### config.mk
export PLATFORM = sky130hd
export DESIGN_NAME = vrf_output_router
export DESIGN_NICKNAME = d
export VERILOG_FILES = /design/src/rtl/vrf_output_router.sv
export SDC_FILE = /design/constraint.sdc
export NUM_CORES = 1
export LEC_CHECK = 0
export ABC_CLOCK_PERIOD_IN_PS = 5060
export BUFFER_PORTS_ARGS = -buffer_cell sky130_fd_sc_hd__buf_2
export CAP_MARGIN = 20
export CORE_AREA = 2 2 93 86
export DETAILED_ROUTE_END_ITERATION = 6
export DIE_AREA = 0 0 95 88
export GPL_TIMING_DRIVEN = 0
export REMOVE_ABC_BUFFERS = 1
export SLEW_MARGIN = 20
export SYNTH_ARGS = -nofsm -noshare
export SYNTH_HDL_FRONTEND = slang
export SYNTH_SLANG_ARGS = --single-unit
### constraint.sdc
create_clock -name clk -period 5.06 [get_ports clk]
set_clock_uncertainty 0.1 [all_clocks]
set_input_delay 1.265 -clock clk [delete_from_list [all_inputs] [get_ports clk]]
set_output_delay 1.265 -clock clk [all_outputs]
set_load 0.005 [all_outputs]
### src/rtl/vrf_output_router.sv
// VRF output router: steers a commanded burst of VRF read beats to the DMA
// write-back port, the compute port, or discards it.
module vrf_output_router #(
  parameter int DATA_WIDTH = 16,
  parameter int LEN_WIDTH  = 8
) (
  input  logic                  clk,
  input  logic                  rst,
  input  logic                  cmd_valid,
  output logic                  cmd_ready,
  input  logic [1:0]            cmd_dest,
  input  logic [LEN_WIDTH-1:0]  cmd_len,
  input  logic [DATA_WIDTH-1:0] in_data,
  input  logic                  in_valid,
  output logic                  in_ready,
  output logic [DATA_WIDTH-1:0] dma_data,
  output logic                  dma_valid,
  input  logic                  dma_ready,
  output logic [DATA_WIDTH-1:0] comp_data,
  output logic                  comp_valid,
  input  logic                  comp_ready,
  output logic                  busy,
  output logic                  done
);

  typedef enum logic [1:0] {
    S_IDLE  = 2'd0,
    S_ROUTE = 2'd1,
    S_FLUSH = 2'd2,
    S_DONE  = 2'd3
  } state_e;

  localparam logic [LEN_WIDTH-1:0]  LEN_ZERO  = {LEN_WIDTH{1'b0}};
  localparam logic [LEN_WIDTH-1:0]  LEN_ONE   = {{(LEN_WIDTH-1){1'b0}}, 1'b1};
  localparam logic [DATA_WIDTH-1:0] DATA_ZERO = {DATA_WIDTH{1'b0}};

  state_e                  state_q, state_d;
  logic [1:0]              dest_q, dest_d;
  logic [LEN_WIDTH-1:0]    remaining_q, remaining_d;
  logic                    init_q;
  logic                    dma_valid_q, dma_valid_d;
  logic [DATA_WIDTH-1:0]   dma_data_q, dma_data_d;
  logic                    comp_valid_q, comp_valid_d;
  logic [DATA_WIDTH-1:0]   comp_data_q, comp_data_d;

  logic cmd_ready_s;
  logic in_ready_s;
  logic load_dma_s;
  logic load_comp_s;
  logic dma_drain_s;
  logic comp_drain_s;

  assign dma_drain_s  = dma_valid_q && dma_ready;
  assign comp_drain_s = comp_valid_q && comp_ready;

  // Holds cmd_ready low until the first clock edge after reset releases.
  always_ff @(posedge clk or posedge rst) begin
    if (rst) begin
      init_q <= 1'b0;
    end else begin
      init_q <= 1'b1;
    end
  end

  // State, command and output-stage registers.
  always_ff @(posedge clk or posedge rst) begin
    if (rst) begin
      state_q      <= S_IDLE;
      dest_q       <= 2'b00;
      remaining_q  <= LEN_ZERO;
      dma_valid_q  <= 1'b0;
      dma_data_q   <= DATA_ZERO;
      comp_valid_q <= 1'b0;
      comp_data_q  <= DATA_ZERO;
    end else begin
      state_q      <= state_d;
      dest_q       <= dest_d;
      remaining_q  <= remaining_d;
      dma_valid_q  <= dma_valid_d;
      dma_data_q   <= dma_data_d;
      comp_valid_q <= comp_valid_d;
      comp_data_q  <= comp_data_d;
    end
  end

  // Next-state, handshake and load decisions.
  always_comb begin
    state_d     = state_q;
    dest_d      = dest_q;
    remaining_d = remaining_q;
    cmd_ready_s = 1'b0;
    in_ready_s  = 1'b0;
    load_dma_s  = 1'b0;
    load_comp_s = 1'b0;

    case (state_q)
      S_IDLE: begin
        cmd_ready_s = init_q;
        if (cmd_valid && init_q) begin
          dest_d      = cmd_dest;
          remaining_d = cmd_len;
          // A zero-length burst still takes the FLUSH slot, keeping the
          // accept -> FLUSH -> DONE -> IDLE spacing uniform.
          state_d     = (cmd_len != LEN_ZERO) ? S_ROUTE : S_FLUSH;
        end else begin
          state_d = S_IDLE;
        end
      end

      S_ROUTE: begin
        case (dest_q)
          2'b00:   in_ready_s = 1'b1;
          2'b01:   in_ready_s = !dma_valid_q || dma_ready;
          default: in_ready_s = !comp_valid_q || comp_ready;
        endcase
        if (in_valid && in_ready_s) begin
          load_dma_s  = (dest_q == 2'b01);
          load_comp_s = dest_q[1];
          if (remaining_q != LEN_ZERO) begin
            remaining_d = remaining_q - LEN_ONE;
          end else begin
            remaining_d = LEN_ZERO;
          end
          if (remaining_q <= LEN_ONE) begin
            state_d = S_FLUSH;
          end else begin
            state_d = S_ROUTE;
          end
        end else begin
          state_d = S_ROUTE;
        end
      end

      S_FLUSH: begin
        case (dest_q)
          2'b00:   state_d = S_DONE;
          2'b01:   state_d = (!dma_valid_q || dma_ready) ? S_DONE : S_FLUSH;
          default: state_d = (!comp_valid_q || comp_ready) ? S_DONE : S_FLUSH;
        endcase
      end

      S_DONE: begin
        state_d = S_IDLE;
      end

      default: begin
        state_d = S_IDLE;
      end
    endcase
  end

  // One-entry output stages: a load wins over a same-cycle drain.
  always_comb begin
    dma_data_d  = dma_data_q;
    comp_data_d = comp_data_q;
    if (load_dma_s) begin
      dma_valid_d = 1'b1;
      dma_data_d  = in_data;
    end else if (dma_drain_s) begin
      dma_valid_d = 1'b0;
    end else begin
      dma_valid_d = dma_valid_q;
    end
    if (load_comp_s) begin
      comp_valid_d = 1'b1;
      comp_data_d  = in_data;
    end else if (comp_drain_s) begin
      comp_valid_d = 1'b0;
    end else begin
      comp_valid_d = comp_valid_q;
    end
  end

  assign cmd_ready  = cmd_ready_s;
  assign in_ready   = in_ready_s;
  assign dma_valid  = dma_valid_q;
  assign dma_data   = dma_data_q;
  assign comp_valid = comp_valid_q;
  assign comp_data  = comp_data_q;
  assign busy       = (state_q != S_IDLE);
  assign done       = (state_q == S_DONE);

endmodule

* Word-level counts from Yosys, hierarchy flattened *
Index checks and enable logic that the tools add are counted.

operators by class
  $add $sub $neg = 1
  magnitude comparators = 1
  equal/unequal tests = 6
  muxes and demuxes = 24
  reductions and logical operators = 18

operators by type and width
  operator               number
  $mux W8                3
  $pmux W8 S2            1
  $reduce_bool A8 Y1     2
  $mux W1                13
  $le A8 B1 Y1 const B   1
  $mux W2                4
  $pmux W2 S4            1
  $reduce_bool A2 Y1     4
  $sub A8 B1 Y8 const B  1
  $eq A2 B1 Y1 const B   2
  $eq A2 B2 Y1 const B   2
  $logic_and A1 B1 Y1    4
  $logic_not A2 Y1       2
  $ne A2 B2 Y1 const B   2
  $pmux W1 S2            2
  $reduce_and A3 Y1      1
  $logic_not A1 Y1       2
  $logic_or A1 B1 Y1     2
  $reduce_and A2 Y1      1

word-level totals
  flip-flop bits (word level) = 47
  output and inout bits = 38
  word-level logic and storage cells = 58

* Depth between registers and ports, before layout *
  depth in word-level cells = 8
  mapped depth = 6
  mapped depth without buffers = 6

* Worst setup path before layout *
OpenSTA, ideal clock, no wires.

  path kind = input to output
  from = input port dma_ready
  to = output port in_ready
  data arrival time = 1,825 ps
  required time = 3,695 ps
  path slack = 1,870 ps
  stages = 3
  path buffers = 0
  cell sequence = nor2b_1 -> a22oi_1 -> and2_1

on the way
  cells in the longest elaborated chain, start to end = 4

RTL lines
  element               RTL line  source
  from (decl)           18        input logic dma_ready,
  $logic_or A1 B1 Y1    113       2'b01: in_ready_s = !dma_valid_q || dma_ready;
  $pmux W1 S2           111       case (dest_q)
  $mux W1 (2 in a row)  96        case (state_q)
  to (decl)             15        output logic in_ready,

Every way passes these cells. The select of a mux whose other input is x is not followed.

* Worst setup path in the final report *
Ends and elaborated chain as after synthesis.

==> flow_summary.json <==
{
  "yosysTopAreaCell": "sky130_fd_sc_hd__dfrtp_1",
  "synth_sequential_area_ratio_pct": 54.7,
  "p_seq_share_pct": 41.5,
  "critPathRequiredTime_ns": 3.69,
  "avgViaCountPerCell": 4.71,
  "drt.antenna.violating_nets": 0,
  "die_y_microns": 88,
  "hold_path_startpoint": "remaining_q[6]$_DFFE_PP0P_",
  "comb_power_share_pct": 43.0,
  "post_route_cells_drive_above_1_share_pct": 50.2,
  "clk_root_buffer_cell": "sky130_fd_sc_hd__clkbuf_8",
  "ys_top_cells_by_area": "sky130_fd_sc_hd__dfrtp_1 55%, sky130_fd_sc_hd__mux2_2 13%, sky130_fd_sc_hd__mux2_4 6.3%",
  "ys_warn_count": 0,
  "slew_violations": 0,
  "flop_and_latch_count_out_of_synthesis": 47,
  "drt-wirelength-per-cell_microns": 14.0,
  "maxCapViolCount": 0,
  "critical_path_arrival_ns": 2.15,
  "peakVddDrop_v": 0.000205,
  "hpwlAfterDp_microns": 3360,
  "via_count": 1558,
  "synthesis.area_per_instance_sq_um": 13.3,
  "initial_utilization_pct": 29.1,
  "postSynth.topFlopCell": "sky130_fd_sc_hd__dfrtp_1",
  "worst_hold_path_type": "reg2reg",
  "grt_antenna_before_repair": 0,
  "fp-row-count": 30,
  "finalWeightedCongestion": 0.778,
  "chipWidth_microns": 95,
  "reg_to_reg_slack_setup_ns": 2.38,
  "post_cts.resized_instances": 0,
  "final.setup.tns_ns": 0,
  "finish.cell_count_without_fillers": 331,
  "worst-path-max-fanout": 3,
  "cts_tree": "yes",
  "endpoint_kind": "output port",
  "register_area_sq_um": 1180,
  "cts-hold-fix-buffers": 0,
  "insertedDiodeCount": 0,
  "setup_viol": 0,
  "port-buffer-count": 69,
  "synth.most_common_cell": "sky130_fd_sc_hd__dfrtp_1",
  "numCtsBuffers": 5,
  "drt_pass1_iterations": 4,
  "critical_path.reg2reg.startpoint": "dest_q[1]$_DFFE_PP0P_",
  "syn-instance-count": 162,
  "hold_depth": 1,
  "final.fill_count": 754,
  "placeableCoreArea_sq_um": 7390,
  "remaining_drc_errors": 0,
  "grt_setup_unrepaired": "false",
  "hold_ws_ns": 0.401,
  "ys_types": 37,
  "die-area_sq_um": 8360,
  "grt_use_total_pct": 11.6,
  "syn2layout_area_growth_pct": 25.3,
  "netlist.area_leader.share_pct": 54.7,
  "synth_async_sr_flop_share_pct": 100,
  "max-slew-margin-rel_pct": 29.8,
  "mappedNetlistArea_sq_um": 2150,
  "power_density_nw_per_um2": 600,
  "ys_top_cells_by_count": "47 x sky130_fd_sc_hd__dfrtp_1, 25 x sky130_fd_sc_hd__mux2_2, 9 x sky130_fd_sc_hd__mux2_4, 8 x sky130_fd_sc_hd__nor2_1, 6 x sky130_fd_sc_hd__o2bb2ai_1",
  "clock_sink_count": 47,
  "io-pin-count": 70,
  "synth_edf_count": 0,
  "setup.worst_path.class": "in2out",
  "grt_overflow": 0,
  "cts.htree.levels": 2,
  "final_nets": 268,
  "switchingPower_w": 0.000547,
  "worst_pin_slew_ns": 1.05,
  "worstSkewPairLatency_ns": 0.29,
  "clkTransAtPathRegs_ns": 0.09,
  "routed_wirelength_microns": 4630,
  "timing.rr.end": "dma_data[10]$_DFFE_PP0P_",
  "outcome": "completed",
  "grt_start_max_net_pins": 25,
  "total_leakage_power_nw": 1.26,
  "post_cts_buffers": 0,
  "fin_crit_sh_pct": 69.5,
  "clock_path_buffers": 2,
  "clockPowerShare_pct": 15.5,
  "reg2reg_depth": 4,
  "finalHoldViolCount": 0,
  "numPlacedInstances": 323,
  "switching_share_pct": 33.8,
  "cellInternalPower_w": 0.00107,
  "multi_input_comb_area_sq_um": 917,
  "worstHoldEndpoint": "remaining_q[6]$_DFFE_PP0P_",
  "fmax_mhz": 284,
  "wire_length_of_the_first_global_routing_pass_microns": 7460,
  "start_kind": "input port",
  "post-route-min-period_ns": 3.52,
  "detail_route.iter0.violations": 110,
  "grt_pass1_vias": 1531,
  "totalPowerFinal_w": 0.00162
}
metrics by stage:
stage | setup slack, ns | utilization (%) | instance area (sq um)
6_report | 1.54 | 36.5 | 2700
4_1_cts | 1.54 | 36.5 | 2700
2_1_floorplan | 1.87 | - | 2110
5_1_grt | 1.47 | 36.5 | 2700
3_3_place_gp | 1.50 | 34.8 | 2570
3_5_place_dp | 1.50 | 35.1 | 2590
layout by cell type (no fill, tap or decap), types with 2 or more instances in the layout:
master and n:
sky130_fd_sc_hd__mux2i_1 2, sky130_fd_sc_hd__o22ai_1 4, sky130_fd_sc_hd__or4_1 4, sky130_fd_sc_hd__ha_1 2, sky130_fd_sc_hd__o31a_1 2, sky130_fd_sc_hd__nor2_1 8, sky130_fd_sc_hd__buf_2 69, sky130_fd_sc_hd__or3_1 2
sky130_fd_sc_hd__a2bb2oi_1 3, sky130_fd_sc_hd__clkbuf_8 7, sky130_fd_sc_hd__and2_1 3, sky130_fd_sc_hd__inv_1 3, sky130_fd_sc_hd__mux2_2 25, sky130_fd_sc_hd__nand2b_1 3, sky130_fd_sc_hd__a22oi_1 3, sky130_fd_sc_hd__o21ai_0 5
sky130_fd_sc_hd__or2_2 2, sky130_fd_sc_hd__dfrtp_1 47, sky130_fd_sc_hd__nor2b_1 4, sky130_fd_sc_hd__nand2_1 3, sky130_fd_sc_hd__o2bb2ai_1 6, sky130_fd_sc_hd__nor3_1 4, sky130_fd_sc_hd__mux2_4 9
final cells by class:
class / count / share of cell area (%)
Clock buffer: 7 / 3.57
Inverter: 4 / 0.557
Tap cell: 96 / 4.45
Clock inverter: 1 / 0.278
Timing Repair Buffer: 70 / 13.5
Multi-Input combinational cell: 106 / 34.0
Sequential cell: 47 / 43.6
logic make-up (layout without fill, tap and decap cells):
family,after synthesis,count (layout),synth area share [%]
adders and majority gates,2,2,1.16
buffers and inverters,9,82,2.73
other,1,1,0.174
muxes,36,36,20.3
AOI/OAI and AO/OA,28,28,10.5
DFF,47,47,54.7
and+or+nand+nor,39,39,10.5
worst max-delay path, cell delays in order:
cell                      delay [ns]
sky130_fd_sc_hd__buf_2          0.09
sky130_fd_sc_hd__nor2b_1        0.29
sky130_fd_sc_hd__a22oi_1        0.19
sky130_fd_sc_hd__and2_1         0.19
sky130_fd_sc_hd__buf_2          0.12
how the worst max path moves through the flow:
stage               startpoint                       end  slack, ns  depth (start not counted)
global route         dma_ready                  in_ready       1.47                          5
CTS                  dma_ready                  in_ready       1.54                          5
global placement     dma_ready  dma_data[14]$_DFFE_PP0P_       1.50                          5
floorplan            dma_ready                  in_ready       1.87                          3
finish               dma_ready                  in_ready       1.54                          5
detailed placement   dma_ready   dma_data[9]$_DFFE_PP0P_       1.50                          5
state kept, by name (all words and copies together) (netlist names):
register     count
dma_data        16
dma_valid        1
init_q           1
comp_valid       1
dest_q           2
state_q          2
comp_data       16
remaining_q      8
power groups by stage:
stage                     Combinational [W]  Sequential (W)  Clock (W)
after floorplan                    0.000441        0.000681          0
after global placement             0.000696        0.000673          0
after detailed placement           0.000713        0.000678          0
after CTS                          0.000711        0.000675   0.000265
after global routing               0.000776        0.000701   0.000282
final                              0.000696        0.000672   0.000251
per-layer routing:
metal / routed length [microns] / vias up / part of all wire, % / track usage (%)
met4: 47 / 0 / 1.0 / 3.95
met1: 2160 / 774 / 47 / 15.4
met5: 0 / - / 0 / 0
met2: 2200 / 43 / 48 / 18.9
met3: 216 / 2 / 4.7 / 2.41
li1: - / 739 / - / -
(Power assumes the default switching activity.)
